## config.mk

```make
export PLATFORM = sky130hd
export DESIGN_NAME = hpc_poll_master_flat
export DESIGN_NICKNAME = d
export VERILOG_FILES = /design/src/rtl/hpc_poll_master_if.sv /design/src/rtl/hpc_poll_master.sv /design/src/flat_wrapper.sv
export SDC_FILE = /design/constraint.sdc
export NUM_CORES = 1
export LEC_CHECK = 0
export BUFFER_PORTS_ARGS = -buffer_cell sky130_fd_sc_hd__buf_2
export CORE_MARGIN = 4
export CORE_UTILIZATION = 54
export DETAILED_ROUTE_END_ITERATION = 6
export GPL_TIMING_DRIVEN = 0
export HOLD_SLACK_MARGIN = 0.12
export PLACE_DENSITY = 0.78
export SYNTH_ARGS = -nofsm -noshare
export SYNTH_HDL_FRONTEND = slang
export SYNTH_SLANG_ARGS = --single-unit
```

## constraint.sdc

```tcl
create_clock -name clk -period 12.55 [get_ports clk]
set_clock_uncertainty 0.05 [all_clocks]
set_input_delay 1.255 -clock clk [delete_from_list [all_inputs] [get_ports clk]]
set_output_delay 1.255 -clock clk [all_outputs]
set_load 0.05 [all_outputs]
```

## src/rtl/hpc_poll_master_if.sv

```systemverilog
// rtl/hpc_poll_master_if.sv - Avalon-MM bus between the poll master and the register window
interface hpc_poll_master_if;
    logic [4:0]  address;
    logic        read;
    logic        write;
    logic [31:0] writedata;
    logic        waitrequest;
    logic [31:0] readdata;

    modport master (
        output address, read, write, writedata,
        input  waitrequest, readdata
    );

    modport slave (
        input  address, read, write, writedata,
        output waitrequest, readdata
    );
endinterface

```

## src/rtl/hpc_poll_master.sv

```systemverilog
// rtl/hpc_poll_master.sv - Avalon-MM poll master that sweeps the wrapper status registers
module hpc_poll_master #(
    parameter int READ_LATENCY     = 1,
    parameter int EXPECTED_VERSION = 20,
    parameter int POLL_CYCLES      = 1024,
    parameter int TIMEOUT          = 255
) (
    input  logic              clk,
    input  logic              rst,
    input  logic              cmd_valid,
    output logic              cmd_ready,
    input  logic              cmd_wr_ctrl,
    input  logic [31:0]       cmd_ctrl,
    input  logic              auto_poll,
    hpc_poll_master_if.master bus,
    output logic [31:0]       snap_data_ctr,
    output logic [31:0]       snap_event_ctr,
    output logic [31:0]       snap_version,
    output logic [31:0]       snap_debug,
    output logic              snap_valid,
    output logic              version_err,
    output logic              timeout_err,
    output logic [15:0]       sweep_ctr
);
    localparam int LAT_W  = $clog2(READ_LATENCY + 1);
    localparam int POLL_W = $clog2(POLL_CYCLES + 1);
    localparam int TO_W   = $clog2(TIMEOUT + 1);

    typedef enum logic [2:0] {
        IDLE    = 3'd0,
        WRITE   = 3'd1,
        RD_REQ  = 3'd2,
        RD_WAIT = 3'd3,
        DONE    = 3'd4
    } state_t;

    state_t            state;
    state_t            state_nxt;
    logic [1:0]        idx;
    logic [LAT_W-1:0]  lat_cnt;
    logic [POLL_W-1:0] poll_cnt;
    logic [TO_W-1:0]   stall_cnt;
    logic [31:0]       ctrl_q;
    logic [31:0]       stage [4];

    logic accept;
    logic poll_fire;
    logic bus_req;
    logic stall_abort;
    logic lat_last;

    // A command always wins over a timer expiry in the same IDLE cycle.
    assign accept      = (state == IDLE) && cmd_valid;
    assign poll_fire   = (state == IDLE) && !cmd_valid && auto_poll &&
                         (poll_cnt == POLL_W'(POLL_CYCLES - 1));
    assign bus_req     = (state == WRITE) || (state == RD_REQ);
    assign stall_abort = bus_req && bus.waitrequest && (stall_cnt == TO_W'(TIMEOUT - 1));
    assign lat_last    = (lat_cnt == LAT_W'(1));

    // State register
    always_ff @(posedge clk or posedge rst) begin
        if (rst) begin
            state <= IDLE;
        end else begin
            state <= state_nxt;
        end
    end

    // Next-state and bus request decode; requests are pure functions of state so they hold during stalls
    always_comb begin
        state_nxt     = state;
        cmd_ready     = 1'b0;
        bus.read      = 1'b0;
        bus.write     = 1'b0;
        bus.address   = 5'd0;
        bus.writedata = 32'd0;
        snap_valid    = 1'b0;
        case (state)
            IDLE: begin
                cmd_ready = 1'b1;
                if (accept) begin
                    state_nxt = cmd_wr_ctrl ? WRITE : RD_REQ;
                end else if (poll_fire) begin
                    state_nxt = RD_REQ;
                end
            end
            WRITE: begin
                bus.write     = 1'b1;
                bus.writedata = ctrl_q;
                if (!bus.waitrequest) begin
                    state_nxt = RD_REQ;
                end else if (stall_abort) begin
                    state_nxt = IDLE;
                end
            end
            RD_REQ: begin
                bus.read    = 1'b1;
                bus.address = 5'({idx, 2'b00}) + 5'd4;
                if (!bus.waitrequest) begin
                    state_nxt = RD_WAIT;
                end else if (stall_abort) begin
                    state_nxt = IDLE;
                end
            end
            RD_WAIT: begin
                if (lat_last) begin
                    state_nxt = (idx == 2'd3) ? DONE : RD_REQ;
                end
            end
            DONE: begin
                snap_valid = 1'b1;
                state_nxt  = IDLE;
            end
            default: begin
                state_nxt = IDLE;
            end
        endcase
    end

    // Poll timer counts IDLE cycles with auto-poll on, restarting whenever a sweep starts
    always_ff @(posedge clk or posedge rst) begin
        if (rst) begin
            poll_cnt <= '0;
        end else if ((state == IDLE) && auto_poll && !accept && !poll_fire) begin
            poll_cnt <= poll_cnt + 1'b1;
        end else begin
            poll_cnt <= '0;
        end
    end

    // Consecutive-stall counter and sticky timeout flag
    always_ff @(posedge clk or posedge rst) begin
        if (rst) begin
            stall_cnt   <= '0;
            timeout_err <= 1'b0;
        end else begin
            if (bus_req && bus.waitrequest && !stall_abort) begin
                stall_cnt <= stall_cnt + 1'b1;
            end else begin
                stall_cnt <= '0;
            end
            if (accept) begin
                timeout_err <= 1'b0;
            end else if (stall_abort) begin
                timeout_err <= 1'b1;
            end
        end
    end

    // Control word latch, read index and read latency countdown
    always_ff @(posedge clk or posedge rst) begin
        if (rst) begin
            ctrl_q  <= 32'd0;
            idx     <= 2'd0;
            lat_cnt <= '0;
        end else begin
            if (accept) begin
                ctrl_q <= cmd_ctrl;
            end
            if (accept || poll_fire) begin
                idx <= 2'd0;
            end else if ((state == RD_WAIT) && lat_last) begin
                idx <= idx + 2'd1;
            end
            if ((state == RD_REQ) && !bus.waitrequest) begin
                lat_cnt <= LAT_W'(READ_LATENCY);
            end else if (state == RD_WAIT) begin
                lat_cnt <= lat_cnt - 1'b1;
            end
        end
    end

    // Stage each read, then publish all four values together as the sweep enters DONE
    always_ff @(posedge clk or posedge rst) begin
        if (rst) begin
            for (int i = 0; i < 4; i++) begin
                stage[i] <= 32'd0;
            end
            snap_data_ctr  <= 32'd0;
            snap_event_ctr <= 32'd0;
            snap_version   <= 32'd0;
            snap_debug     <= 32'd0;
            version_err    <= 1'b0;
            sweep_ctr      <= 16'd0;
        end else if ((state == RD_WAIT) && lat_last) begin
            stage[idx] <= bus.readdata;
            if (idx == 2'd3) begin
                snap_data_ctr  <= stage[0];
                snap_event_ctr <= stage[1];
                snap_version   <= stage[2];
                snap_debug     <= bus.readdata;
                version_err    <= (stage[2] != 32'(EXPECTED_VERSION));
                sweep_ctr      <= sweep_ctr + 16'd1;
            end
        end
    end
endmodule

```

## src/flat_wrapper.sv

```systemverilog
// flat-port wrapper written by rule: the top's interface ports become plain ports
module hpc_poll_master_flat 
#(
    parameter int READ_LATENCY     = 1,
    parameter int EXPECTED_VERSION = 20,
    parameter int POLL_CYCLES      = 1024,
    parameter int TIMEOUT          = 255
)
  (clk, rst, cmd_valid, cmd_ready, cmd_wr_ctrl, cmd_ctrl, auto_poll, snap_data_ctr, snap_event_ctr, snap_version, snap_debug, snap_valid, version_err, timeout_err, sweep_ctr, bus_address, bus_read, bus_write, bus_writedata, bus_waitrequest, bus_readdata);
  hpc_poll_master_if bus_i ();
  input  logic clk;
  input  logic rst;
  input  logic cmd_valid;
  output logic cmd_ready;
  input  logic cmd_wr_ctrl;
  input  logic [31:0] cmd_ctrl;
  input  logic auto_poll;
  output logic [31:0] snap_data_ctr;
  output logic [31:0] snap_event_ctr;
  output logic [31:0] snap_version;
  output logic [31:0] snap_debug;
  output logic snap_valid;
  output logic version_err;
  output logic timeout_err;
  output logic [15:0] sweep_ctr;
  output wire logic [$bits(bus_i.address)-1:0] bus_address;
  output wire logic [$bits(bus_i.read)-1:0] bus_read;
  output wire logic [$bits(bus_i.write)-1:0] bus_write;
  output wire logic [$bits(bus_i.writedata)-1:0] bus_writedata;
  input wire logic [$bits(bus_i.waitrequest)-1:0] bus_waitrequest;
  input wire logic [$bits(bus_i.readdata)-1:0] bus_readdata;
  assign bus_address = bus_i.address;
  assign bus_read = bus_i.read;
  assign bus_write = bus_i.write;
  assign bus_writedata = bus_i.writedata;
  assign bus_i.waitrequest = bus_waitrequest;
  assign bus_i.readdata = bus_readdata;
  hpc_poll_master #(.READ_LATENCY(READ_LATENCY), .EXPECTED_VERSION(EXPECTED_VERSION), .POLL_CYCLES(POLL_CYCLES), .TIMEOUT(TIMEOUT)) u_core (.clk(clk), .rst(rst), .cmd_valid(cmd_valid), .cmd_ready(cmd_ready), .cmd_wr_ctrl(cmd_wr_ctrl), .cmd_ctrl(cmd_ctrl), .auto_poll(auto_poll), .bus(bus_i), .snap_data_ctr(snap_data_ctr), .snap_event_ctr(snap_event_ctr), .snap_version(snap_version), .snap_debug(snap_debug), .snap_valid(snap_valid), .version_err(version_err), .timeout_err(timeout_err), .sweep_ctr(sweep_ctr));
endmodule
```

# Word-level counts from Yosys, hierarchy flattened
# Index checks and enable logic that the tools add are counted.
# totals
word_cells,88
regBits,331
output_inout_bits,187
inputBits,70
# op_classes
eq_ne,10
reduce_logical,26
bitwise,1
add_sub_neg,6
order_cmp,2
n_mux,26
# op_table
cell,count
bitwise mux 128 bit,1
demux 32 bit (select 2 bit),1
2-to-1 mux 32 bit,2
inequality test 32 x 5 -> 1 bit (second input constant),1
2-to-1 mux 3 bit,7
adder 16 x 1 -> 16 bit (second input constant),1
logical AND 1 bit,13
one-hot mux 3 bit (4 select lines),1
adder 11 x 1 -> 11 bit (second input constant),1
== test 11 x 10 -> 1 bit (second input constant),1
2-to-1 mux 11 bit,1
adder 8 x 1 -> 8 bit (second input constant),1
== test 8 bit (second input constant),1
2-to-1 mux 1 bit,8
2-to-1 mux 8 bit,1
== test 3 x 2 -> 1 bit (second input constant),2
2-to-1 mux 2 bit,3
nonzero test 2 bit,3
adder 4 x 3 -> 5 bit (second input constant),1
logical NOT 1 bit,5
2-to-1 mux 5 bit,1
AND reduction 2 bit,2
== test 3 x 1 -> 1 bit (second input constant),1
== test 3 bit (second input constant),1
10 further kinds,11

# Logic depth before layout (Yosys ltp)
# Gate-level depths: netlist (run 1).
# depth
depth_word,7
mapped_depth,8
ltp_nobuf,5

# Worst setup path after synthesis (run 1)
# OpenSTA, ideal clock, no wires.
# synth_path
kind,flip-flop to output port
startpoint,reg u_core.state[1]
endpoint,out bus_writedata[23]
path_stages_with_launch,5
path_buffers,2
setup_slack_ns,9.181
t_arrival_ns,2.064
required_ns,11.245
path_cell_list,dfrtp_1 -> buf_4 -> nor3_1 -> clkbuf_1 -> and2_1
# synth_via
elab_chain_len,2
# synth_rtl
element,line,text
start: declaration,hpc_poll_master.sv:37,state_t state;
start signal: assignment,hpc_poll_master.sv:65,state <= state_nxt;
== test 3 x 1 -> 1 bit,hpc_poll_master.sv:78,case (state)
2-to-1 mux 32 bit,hpc_poll_master.sv:78,
end: declaration,flat_wrapper.sv:29,output wire logic [$bits(bus_i.writedata)-1:0] bus_writedata;
# Every way passes these cells.

# Worst setup path in the final report (run 1)
# layout_path
startpoint,reg u_core.state[1]
endpoint,out bus_writedata[28]
# The elaborated chain is that of the path after synthesis.

==> reports/summary.log, run 1 <==
qor: place.finalWeightedCongestion 0.843
qor: place.dp_hpwl 21000 um
qor: finish.final_layout_size_suffix_gt1_share 30.9%
qor: timing.rsz_0062_raised_after_global_routing no
qor: worst_setup_path.critPathCaptureType output port
qor: place.placedCellCount 1669
qor: clocking.insertion_delay 0.54 ns
qor: worst_setup_path.cp_max_fo 10
qor: floorplan.die_y 157 um
qor: global_route.grt_antenna_before_repair 3
qor: logic_synthesis.syn_avg_cell_area 10.6 um2
qor: power.power_density 296 nW/um2
qor: global_route.grt_first_pass_wirelength 47500 um
qor: finish.layout.cells.non_filler 1722
qor: timing.finalCritPeriodShare 32.4%
qor: global_route.grt-ovfl-total 0
qor: min_path.min_to u_core.snap_event_ctr[25]$_DFFE_PP0P_
qor: finish.nets 1499
qor: worst_setup_path.crit_arrival 2.76 ns
qor: detailed_routing.detail_route.wirelength 29500 um
qor: clocking.hold_buffers 0
qor: logic_synthesis.number_of_enable_type_register_cells_in_the_synthesized_netlist 0
qor: logic_synthesis.synthDominantAreaCellType dfrtp_1
qor: timing.finalHoldViolations 0
qor: run_status.outcome completed
qor: power.clock_power_share 20.4%
qor: detailed_routing.via_count 8867
qor: power.net_switching_fraction_of_the_power 44.5%
qor: min_path.hold_path_class reg2reg
qor: power.comb_power_share 41.7%
qor: logic_synthesis.asyncSetResetFlopFracSynth 100%
qor: detailed_routing.detailed_router_iteration_count_before_antenna_repair 5
qor: finish.antenna_cells 0
qor: timing.timing.slew.headroom 40.7%
qor: timing.max_clock_freq 0.246 GHz
qor: clocking.cts_buffers 30
qor: detailed_routing.routed_wire_length_per_instance 17.1 um
qor: clocking.cts.clk_slew.worst_paths 0.06 ns
qor: logic_synthesis.synth_flop_cell dfrtp_1
qor: floorplan.core_region_area 21800 um2
qor: logic_synthesis.yosysSeqAreaShare 62.5%
qor: floorplan.initial_core_util 54.9%
qor: clocking.post_cts_resized 0
qor: worst_setup_path.rr_worst_depth 5
qor: finish.area_growth 22.3%
qor: clocking.ctsHtreeMaxLevel 1
qor: power.power.switching 0.00193 W
qor: worst_setup_path.cp-start-kind register
qor: timing.finalWorstPathRequiredPeriod 4.06 ns
qor: detailed_routing.post_drt_via_cell_ratio 5.15
qor: logic_synthesis.yosys-top-cells-count 502 x nand2_1, 299 x dfrtp_1, 89 x mux2_2, 35 x and2_1, 27 x buf_4
qor: timing.slew_violations 0
qor: flow_run.max-cap-violations 0
qor: logic_synthesis.post_synth_inst_count 1132
qor: min_path.min_path_cells 2
qor: floorplan.top_level_ports 257
qor: worst_setup_path.timing.rr.end u_core.state[0]$_DFFE_PP0P_
qor: logic_synthesis.yosysUniqueCellTypes 38
qor: clocking.cts_tree yes
qor: worst_setup_path.crit_type reg2out
qor: clocking.cts.path.max_buffers 3
qor: logic_synthesis.synthMostInstantiatedCell nand2_1
qor: detailed_routing.detail_route.iter0.violations 522
qor: floorplan.placement_rows 54
qor: timing.setup_viol 0
qor: min_path.timing.hold.worst.start u_core.stage[89]$_DFFE_PP0P_
qor: worst_setup_path.worst_r2r_startpoint u_core.state[1]$_DFFE_PP0P_
qor: power.vdd_drop_max 211 uV
qor: floorplan.die_width 157 um
qor: detailed_routing.route.antenna.remaining_nets 0
qor: worst_setup_path.timing.critical_path.required 11.24 ns
qor: logic_synthesis.synth-seq-cells 299
qor: logic_synthesis.netlist_top_cells_area dfrtp_1 62%, nand2_1 16%, mux2_2 8.4%
qor: global_route.grt_pass1_vias 9061
qor: timing.finalSetupTns 0 ns
qor: detailed_routing.drc_errors 0
qor: global_route.grt_util_all_layers 23.9%
qor: clocking.postCtsSetupRepairBufs 0
qor: floorplan.floorplan.die_area 24600 um2
qor: place.buffer_ports.inserted 254
qor: worst_setup_path.timing.reg2reg.setup_slack 10.46 ns
qor: logic_synthesis.yosysWarningCount 0
qor: logic_synthesis.synthDominantCellAreaShare 62.5%
qor: timing.timing.final.ws_setup 8.49 ns
qor: power.power.share.sequential 37.9%
qor: logic_synthesis.post_synth_instance_area 12000 um2
qor: power.p_leak 7.81 nW
qor: clocking.clockRootBuffer clkbuf_16
qor: global_route.grt_max_degree 107
qor: timing.actual_transition_at_the_worst_max_transition_pin 0.882 ns
qor: power.cellInternalPower 0.00240 W
qor: clocking.num_clock_sinks 299
qor: place.placement.setup.worst_slack 9.04 ns
layer usage:
| metal | routed length (um) | global-route usage [%] | vias to the layer above |
|---|---|---|---|
| li1 | - | - | 4185 |
| met1 | 12000 | 31.3 | 4372 |
| met2 | 14400 | 40.7 | 253 |
| met3 | 2500 | 6.46 | 51 |
| met4 | 514 | 5.12 | 6 |
| met5 | 35 | 0 | - |
placed cells by master, fill, tap and decap left out, types with 9 or more instances in the layout:
cell type and instances:
nand2_1 502, dfrtp_1 299, buf_2 270, mux2_2 89, and2_1 35, clkbuf_16 31, buf_4 27, nor2_1 26
xor2_1 16, xnor2_1 15, nand3_1 15, clkbuf_1 14, nand4_1 10, clkbuf_8 9
sequential cells by signal (all words and copies together), names as in the netlist:
register,count
u_core.snap_version,32
u_core.state,3
u_core.stage,96
u_core.poll_cnt,11
u_core.stall_cnt,8
u_core.sweep_ctr,16
u_core.snap_debug,32
u_core.idx,2
u_core.snap_event_ctr,32
u_core.version_err,1
u_core.timeout_err,1
u_core.ctrl_q,32
u_core.lat_cnt,1
u_core.snap_data_ctr,32
area by class of cell:
type / count / area [um2]
multi-input cells: 773 / 4140
plain buffers: 53 / 328
clock inverters: 8 / 70.1
well taps: 280 / 350
clock buffers: 45 / 918
flip-flops and latches: 299 / 7480
fillers: 1706 / 7170
repair buffers: 256 / 1330
inverters: 8 / 37.5
power by group through the flow:
stage | clock network (W) | logic (W) | registers (W)
after floorplan | 0 | 0.000661 | 0.00232
after global placement | 0 | 0.00178 | 0.00163
after detailed placement | 0 | 0.00182 | 0.00165
after CTS | 0.000902 | 0.00182 | 0.00164
after global routing | 0.000940 | 0.00194 | 0.00169
final | 0.000883 | 0.00181 | 0.00164
worst max path at each step:
| stage | slack (ns) | cells past startpoint | end | from |
|---|---|---|---|---|
| floorplan | 2.98 | 1 | u_core.ctrl_q[0]$_DFFE_PP0N_ | rst |
| global placement | 0.005 | 2 | u_core.snap_event_ctr[27]$_DFFE_PP0P_ | rst |
| detailed placement | 9.04 | 5 | bus_writedata[28] | u_core.state[1]$_DFFE_PP0P_ |
| CTS | 8.46 | 5 | bus_writedata[28] | u_core.state[1]$_DFFE_PP0P_ |
| global route | 8.32 | 5 | bus_writedata[24] | u_core.state[1]$_DFFE_PP0P_ |
| finish | 8.49 | 5 | bus_writedata[28] | u_core.state[1]$_DFFE_PP0P_ |
critical path: stages (launching register included):
cell	delay, ns
dfrtp_1	0.39
buf_4	0.19
nor3_1	0.74
clkbuf_1	0.43
and2_1	0.21
buf_2	0.26
cells by family after synthesis:
family | Yosys count | share of synthesized area [%]
AOI/OAI and AO/OA | 11 | 0.606
DFF | 299 | 62.5
xor gates and xnor gates | 31 | 2.27
muxes | 96 | 9.03
buffers and inverters | 61 | 2.99
adders and majority gates | 8 | 0.836
and+or+nand+nor | 625 | 21.8
other | 1 | 0.0313
per-stage QoR:
| step | power (W) | hold slack, ns | instance area (um2) | utilization (%) |
|---|---|---|---|---|
| floorplan | 0.00298 | 0.383 | 12000 | - |
| global placement | 0.00341 | 0.391 | 13600 | 62.3 |
| detailed placement | 0.00347 | 0.401 | 13700 | 62.6 |
| CTS | 0.00437 | 0.412 | 14700 | 67.1 |
| global route | 0.00457 | 0.430 | 14700 | 67.1 |
| finish | 0.00433 | 0.405 | 14700 | 67.1 |
Note: power is estimated with default switching activity, not from simulation.
==> inputs of run 2 (changes only) <==
clock period = 3.9 ns   (was 12.55 ns; I/O delays follow)
==> reports/summary.log, run 2 (same netlist as run 1, synthesis figures left out) <==
qor: floorplan.die_y 157 um [unchanged]
qor: worst_setup_path.cp_max_fo 10 [unchanged]
qor: worst_setup_path.cp-start-kind register
qor: floorplan.placement_rows 54 [unchanged]
qor: worst_setup_path.critPathCaptureType output port
qor: floorplan.top_level_ports 257 [unchanged]
qor: floorplan.die_width 157 um [unchanged]
qor: clocking.cts.clk_slew.worst_paths 0.06 ns [about the same]
qor: place.finalWeightedCongestion 0.841 [-0.26%]
qor: timing.rsz_0062_raised_after_global_routing no
qor: power.total_power_consumption 0.0141 W [+230%]
qor: finish.nets 1574 [+5.0%]
qor: timing.finalHoldViolations 0 [unchanged]
qor: global_route.grt-ovfl-total 0 [unchanged]
qor: place.dp_hpwl 21600 um [+2.8%]
qor: worst_setup_path.crit_slowest_cell nor3_1
qor: clocking.ctsHtreeMaxLevel 1 [unchanged]
qor: worst_setup_path.rr_worst_depth 6 [+1]
qor: detailed_routing.detail_route.wirelength 31200 um [+5.7%]
qor: detailed_routing.routed_wire_length_per_instance 17.3 um [+1.1%]
qor: timing.finalWorstPathRequiredPeriod 3.28 ns
qor: clocking.cts_tree yes
qor: timing.max_clock_freq 0.305 GHz
qor: timing.finalCritPeriodShare 84.2%
qor: clocking.cts_buffers 31 [+3.3%]
qor: min_path.timing.hold.worst.start cmd_valid
qor: finish.top_register u_core.stage
qor: finish.area_of_the_multi_input_gates 4140 um2 [unchanged]
qor: timing.timing.slew.headroom 36.2% [-4.6 points]
qor: timing.actual_transition_at_the_worst_max_transition_pin 0.950 ns [+0.0683 ns]
qor: power.power_density 913 nW/um2 [+210%]
qor: global_route.grt_max_degree 44 [-59%]
qor: worst_setup_path.cp.depth 5 [unchanged]
qor: finish.layout.cells.most_common nand2_1
qor: finish.largest_reg_flops 96 [unchanged]
qor: floorplan.floorplan.die_area 24600 um2 [unchanged]
qor: worst_setup_path.timing.rr.end u_core.state[0]$_DFFE_PP0P_
qor: detailed_routing.detailed_router_iteration_count_before_antenna_repair 5 [unchanged]
qor: worst_setup_path.crit_arrival 2.84 ns [+0.08 ns]
qor: worst_setup_path.worstPathBufferInverterCount 3 [unchanged]
qor: worst_setup_path.crit_type reg2out
qor: worst_setup_path.timing.critical_path.required 3.46 ns [-7.78 ns]
qor: floorplan.core_region_area 21800 um2 [unchanged]
qor: finish.most_frequent_cells_in_the_layout 502 x nand2_1, 299 x dfrtp_1, 270 x buf_2
qor: finish.fillerInstances 1545 [-9.4%]
qor: place.buffer_ports.inserted 254 [unchanged]
qor: worst_setup_path.worst_r2r_startpoint u_core.state[1]$_DFFE_PP0P_
qor: timing.setup_viol 0 [unchanged]
qor: clocking.cts.path.max_buffers 3 [unchanged]
qor: clocking.clockRootBuffer clkbuf_16
qor: detailed_routing.via_count 9189 [+3.6%]
qor: detailed_routing.post_drt_via_cell_ratio 5.10 [-0.91%]
qor: clocking.num_clock_sinks 299 [unchanged]
qor: min_path.min_path_cells 4 [+2]
qor: worst_setup_path.timing.reg2reg.setup_slack 1.26 ns [-9.20 ns]
qor: min_path.hold_path_class in2reg
qor: global_route.grt_util_all_layers 25.8% [+1.8 points]
qor: finish.area_growth 29.1%
qor: power.vdd_drop_max 647 uV [+210%]
qor: detailed_routing.route.antenna.remaining_nets 0 [unchanged]
qor: clocking.postCtsSetupRepairBufs 0 [unchanged]
qor: finish.final_layout_size_suffix_gt1_share 29.7% [-1.2 points]
qor: global_route.grt_pass1_vias 9811 [+8.3%]
qor: floorplan.initial_core_util 54.9% [unchanged]
qor: global_route.grt_antenna_before_repair 1 [-2]
qor: global_route.grt_first_pass_wirelength 51100 um [+7.5%]
qor: worst_setup_path.timing.critical_path.cells buf_4, nor3_1, clkbuf_1, and2_1, buf_2
qor: detailed_routing.drc_errors 0 [unchanged]
qor: power.p_leak 8.15 nW [+4.4%]
qor: flow_run.max-cap-violations 0 [unchanged]
qor: finish.finalCoreUtilization 70.9% [+3.7 points]
qor: timing.slew_violations 0 [unchanged]
qor: finish.final-seq-area 7480 um2 [unchanged]
qor: worst_setup_path.critical_path.top_delay_family simple AND/OR/NAND/NOR gates
qor: min_path.min_to u_core.poll_cnt[10]$_DFF_PP0_
qor: run_status.outcome completed
qor: worst_setup_path.worst_path_largest_cell_delay 0.78 ns [+0.04 ns]
qor: detailed_routing.detail_route.iter0.violations 629 [+20%]
qor: clocking.insertion_delay 0.54 ns [about the same]
## run 2: cell types whose count changed in the layout (fill, tap and decap cells not counted)
cell,delta
clkbuf_8,+2
inv_8,-1
buf_16,-2
dlygate4sd3_1,+68
clkinv_2,-1
diode_2,+2
clkbuf_1,+3
buf_12,+8
## run 2: metrics by stage
step,hold WS (ns),TNS (ns),instance area [um2],setup WS [ns],instances
after global routing,0.179,0,15500,0.442,1800
after floorplan,0.383,-153.41,12000,-0.513,1133
after detailed placement,0.398,0,13800,1.23,1675
after global placement,0.392,-629.88,13600,-2.14,1667
after CTS,0.137,0,15500,0.655,1799
final,0.157,0,15500,0.618,1801
## run 2: power by group
part / switching (W) / internal [W] / leakage (nW) / total, W
registers: 0.000833 / 0.00447 / 3.68 / 0.00531
logic: 0.00428 / 0.00164 / 3.97 / 0.00592
clock network: 0.00117 / 0.00173 / 0.500 / 0.00290
## run 2: worst reg2reg max path, delay by kind of cell (launching register included)
| family | cells | cell delay [ns] |
|---|---|---|
| and+or+nand+nor | 3 | 0.99 |
| DFF | 1 | 0.39 |
| buffers and inverters | 3 | 1.15 |
## run 2: worst max path at each step
| stage | start | end | slack, ns |
|---|---|---|---|
| floorplan | rst | u_core.ctrl_q[0]$_DFFE_PP0N_ | -0.51 |
| global placement | rst | u_core.snap_debug[2]$_DFFE_PP0P_ | -2.14 |
| detailed placement | u_core.state[1]$_DFFE_PP0P_ | bus_writedata[27] | 1.23 |
| CTS | u_core.state[1]$_DFFE_PP0P_ | bus_writedata[27] | 0.65 |
| global route | u_core.state[1]$_DFFE_PP0P_ | bus_writedata[27] | 0.44 |
| finish | u_core.state[1]$_DFFE_PP0P_ | bus_writedata[27] | 0.62 |
## run 2: what timing repair did
action / 4_1_cts / 5_1_grt
hold buffers: 68 / 0
resized for setup: 0 / 0
endpoints found under the hold margin: 166 / 0
## run 2: area by class of cell
type / count / area share, %
inverters: 8 / 0.218
diodes: 2 / 0.0324
repair buffers: 330 / 13.7
flip-flops and latches: 299 / 48.4
clock buffers: 50 / 6.19
well taps: 280 / 2.27
clock inverters: 6 / 0.372
multi-input cells: 773 / 26.8
plain buffers: 53 / 2.12
## run 2: layer usage
layer / vias to the layer above / track usage (%) / routed length, um
met2: 310 / 44.1 / 15000
met4: 0 / 7.40 / 899
met3: 71 / 6.57 / 2560
li1: 4329 / - / -
met5: - / 0 / 0
met1: 4479 / 32.7 / 12800
==> inputs of run 3 (changes only) <==
clock period = 3.2 ns   (was 3.9 ns; I/O delays follow)
==> reports/summary.log, run 3 (same netlist as run 1, synthesis figures left out) <==
qor: worst_setup_path.crit_type reg2out
qor: global_route.grt_util_all_layers 26.0% [+0.28 points]
qor: worst_setup_path.critical_path.startpoint u_core.state[1]$_DFFE_PP0P_
qor: floorplan.top_level_ports 257 [unchanged]
qor: timing.rsz_0062_raised_after_global_routing no
qor: global_route.grt_max_degree 44 [unchanged]
qor: place.placedCellCount 1675 [unchanged]
qor: clocking.insertion_delay 0.53 ns [about the same]
qor: detailed_routing.detail_route.wirelength 31500 um [+0.83%]
qor: timing.finalWorstPathRequiredPeriod 2.94 ns
qor: worst_setup_path.rr_worst_depth 6 [unchanged]
qor: detailed_routing.route.met3.wl 2680 um [+4.8%]
qor: clocking.ctsHtreeMaxLevel 1 [unchanged]
qor: place.placed_area 13800 um2 [unchanged]
qor: finish.fillerInstances 1539 [-0.39%]
qor: detailed_routing.route.antenna.remaining_nets 0 [unchanged]
qor: global_route.grt-ovfl-total 0 [unchanged]
qor: worst_setup_path.timing.rr.end u_core.state[0]$_DFFE_PP0P_
qor: finish.top_register u_core.stage
qor: detailed_routing.routed_wire_length_per_instance 17.4 um [+0.66%]
qor: timing.max_clock_freq 0.340 GHz
qor: place.finalWeightedCongestion 0.841 [unchanged]
qor: finish.largest_reg_flops 96 [unchanged]
qor: floorplan.die_width 157 um [unchanged]
qor: clocking.clockRootBuffer clkbuf_16
qor: timing.actual_transition_at_the_worst_max_transition_pin 0.609 ns [-0.341 ns]
qor: power.power.switching 0.00767 W [+22%]
qor: clocking.cts_tree yes
qor: timing.holdWs 0.382 ns [+0.226 ns]
qor: detailed_routing.post_drt_via_cell_ratio 5.14 [+0.65%]
qor: place.dp_hpwl 21600 um [unchanged]
qor: worst_setup_path.cp_max_fo 10 [unchanged]
qor: worst_setup_path.worst_path_largest_cell_delay 0.52 ns [-0.26 ns]
qor: finish.nets 1577 [+0.19%]
qor: finish.final_layout_size_suffix_gt1_share 29.7% [about the same]
qor: floorplan.die_y 157 um [unchanged]
qor: power.net_switching_fraction_of_the_power 44.5% [about the same]
qor: run_status.outcome completed
qor: worst_setup_path.timing.reg2reg.setup_slack 0.83 ns [-0.43 ns]
qor: power.p_leak 8.17 nW [+0.13%]
qor: timing.slew_violations 0 [unchanged]
qor: detailed_routing.drc_errors 0 [unchanged]
qor: worst_setup_path.crit_arrival 2.57 ns [-0.27 ns]
qor: place.buffer_ports.inserted 254 [unchanged]
qor: floorplan.floorplan.die_area 24600 um2 [unchanged]
qor: worst_setup_path.timing.critical_path.cells buf_4, nor3_2, clkbuf_1, and2_1, buf_2
qor: power.clock_power_share 20.5% [about the same]
qor: power.power_density 1110 nW/um2 [+22%]
qor: timing.finalSetupTns 0 ns [unchanged]
qor: global_route.grt_pass1_vias 9863 [+0.53%]
qor: clocking.cts.clk_slew.worst_paths 0.06 ns [about the same]
qor: timing.finalHoldViolations 0 [unchanged]
qor: timing.setup_viol 0 [unchanged]
qor: detailed_routing.detailed_router_iteration_count_before_antenna_repair 5 [unchanged]
qor: power.power.share.sequential 37.5% [about the same]
qor: finish.layout.cells.non_filler 1804 [+0.17%]
qor: detailed_routing.via_count 9264 [+0.82%]
qor: worst_setup_path.critPathCaptureType output port
qor: detailed_routing.detail_route.iter0.violations 546 [-13%]
qor: clocking.cts_buffers 31 [unchanged]
qor: detailed_routing.route.top_layer_used met4
qor: worst_setup_path.cp-start-kind register
qor: detailed_routing.drt-met1-wl 12700 um [-0.82%]
qor: detailed_routing.dr_wl_met2 15200 um [+1.4%]
qor: power.cellInternalPower 0.00957 W [+22%]
qor: finish.most_frequent_cells_in_the_layout 502 x nand2_1, 299 x dfrtp_1, 270 x buf_2
qor: floorplan.initial_core_util 54.9% [unchanged]
qor: worst_setup_path.worstPathBufferInverterCount 3 [unchanged]
qor: worst_setup_path.critical_path.top_delay_family buffers and inverters
qor: clocking.postCtsSetupRepairBufs 0 [unchanged]
qor: worst_setup_path.worst_r2r_startpoint u_core.state[1]$_DFFE_PP0P_
qor: finish.area_growth 29.4%
qor: power.comb_power_share 42.0% [about the same]
qor: min_path.hold_path_class in2async
qor: timing.timing.slew.headroom 59.3% [+23 points]
qor: finish.layout.cells.most_common nand2_1
qor: timing.finalCritPeriodShare 91.8%
qor: power.vdd_drop_max 788 uV [+22%]
qor: clocking.num_clock_sinks 299 [unchanged]
qor: global_route.grt_antenna_before_repair 1 [unchanged]
qor: flow_run.max-cap-violations 0 [unchanged]
qor: floorplan.core_region_area 21800 um2 [unchanged]
qor: finish.postLayoutCellArea 15500 um2 [+0.23%]
qor: global_route.grt_first_pass_wirelength 51600 um [+0.97%]
qor: clocking.cts.path.max_buffers 3 [unchanged]
qor: finish.finalCoreUtilization 71.0% [+0.16 points]
qor: worst_setup_path.crit_slowest_cell nor3_2
qor: worst_setup_path.timing.critical_path.required 2.83 ns [-0.63 ns]
qor: floorplan.placement_rows 54 [unchanged]
run 3: how the worst max path moves through the flow:
stage | end | slack [ns] | depth (start not counted)
5_1_grt | bus_writedata[27] | 0.1 | 5
6_report | bus_writedata[27] | 0.26 | 5
4_1_cts | bus_writedata[27] | 0.02 | 5
3_3_place_gp | u_core.snap_debug[2]$_DFFE_PP0P_ | -2.77 | 2
3_5_place_dp | bus_writedata[27] | 0.60 | 5
2_1_floorplan | u_core.ctrl_q[0]$_DFFE_PP0N_ | -1.14 | 1
run 3: what timing repair did:
item | 4_1_cts | 5_1_grt
hold endpoints to repair | 185 | 0
endpoints found under the setup margin | 0 | 29
gates resized for setup | 0 | 1
hold buffers | 71 | 0
run 3: through the flow:
step / power, W / setup WS [ns]
2_1_floorplan: 0.0117 / -1.14
3_3_place_gp: 0.0134 / -2.77
3_5_place_dp: 0.0136 / 0.597
4_1_cts: 0.0173 / 0.0246
5_1_grt: 0.0182 / 0.0974
6_report: 0.0172 / 0.262
run 3: per-layer routing:
metal / vias to the layer above / GRT usage (%)
li1: 4340 / -
met5: - / 0
met4: 0 / 7.48
met1: 4492 / 33.0
met3: 74 / 6.65
met2: 358 / 44.7
run 3: power groups by stage:
stage	Combinational, W	Clock [W]	Sequential (W)
2_1_floorplan	0.00259	0	0.00909
3_3_place_gp	0.00697	0	0.00641
3_5_place_dp	0.00714	0	0.00647
4_1_cts	0.00726	0.00360	0.00644
5_1_grt	0.00774	0.00377	0.00666
6_report	0.00723	0.00354	0.00647
run 3: layout make-up:
| type | count | area, um2 | area share, % |
|---|---|---|---|
| Tap cell | 280 | 350 | 2.26 |
| Sequential cell | 299 | 7480 | 48.3 |
| Timing Repair Buffer | 333 | 2140 | 13.8 |
| Multi-Input combinational cell | 773 | 4150 | 26.7 |
| Clock inverter | 6 | 57.6 | 0.371 |
| Buffer | 53 | 328 | 2.11 |
| Clock buffer | 50 | 957 | 6.17 |
| Antenna cell | 2 | 5.00 | 0.0323 |
| Inverter | 8 | 33.8 | 0.218 |
run 3: tightest hold or removal path: cells and delay by family:
family | cells | cell delay (ns)
buffers and inverters | 3 | 1.11
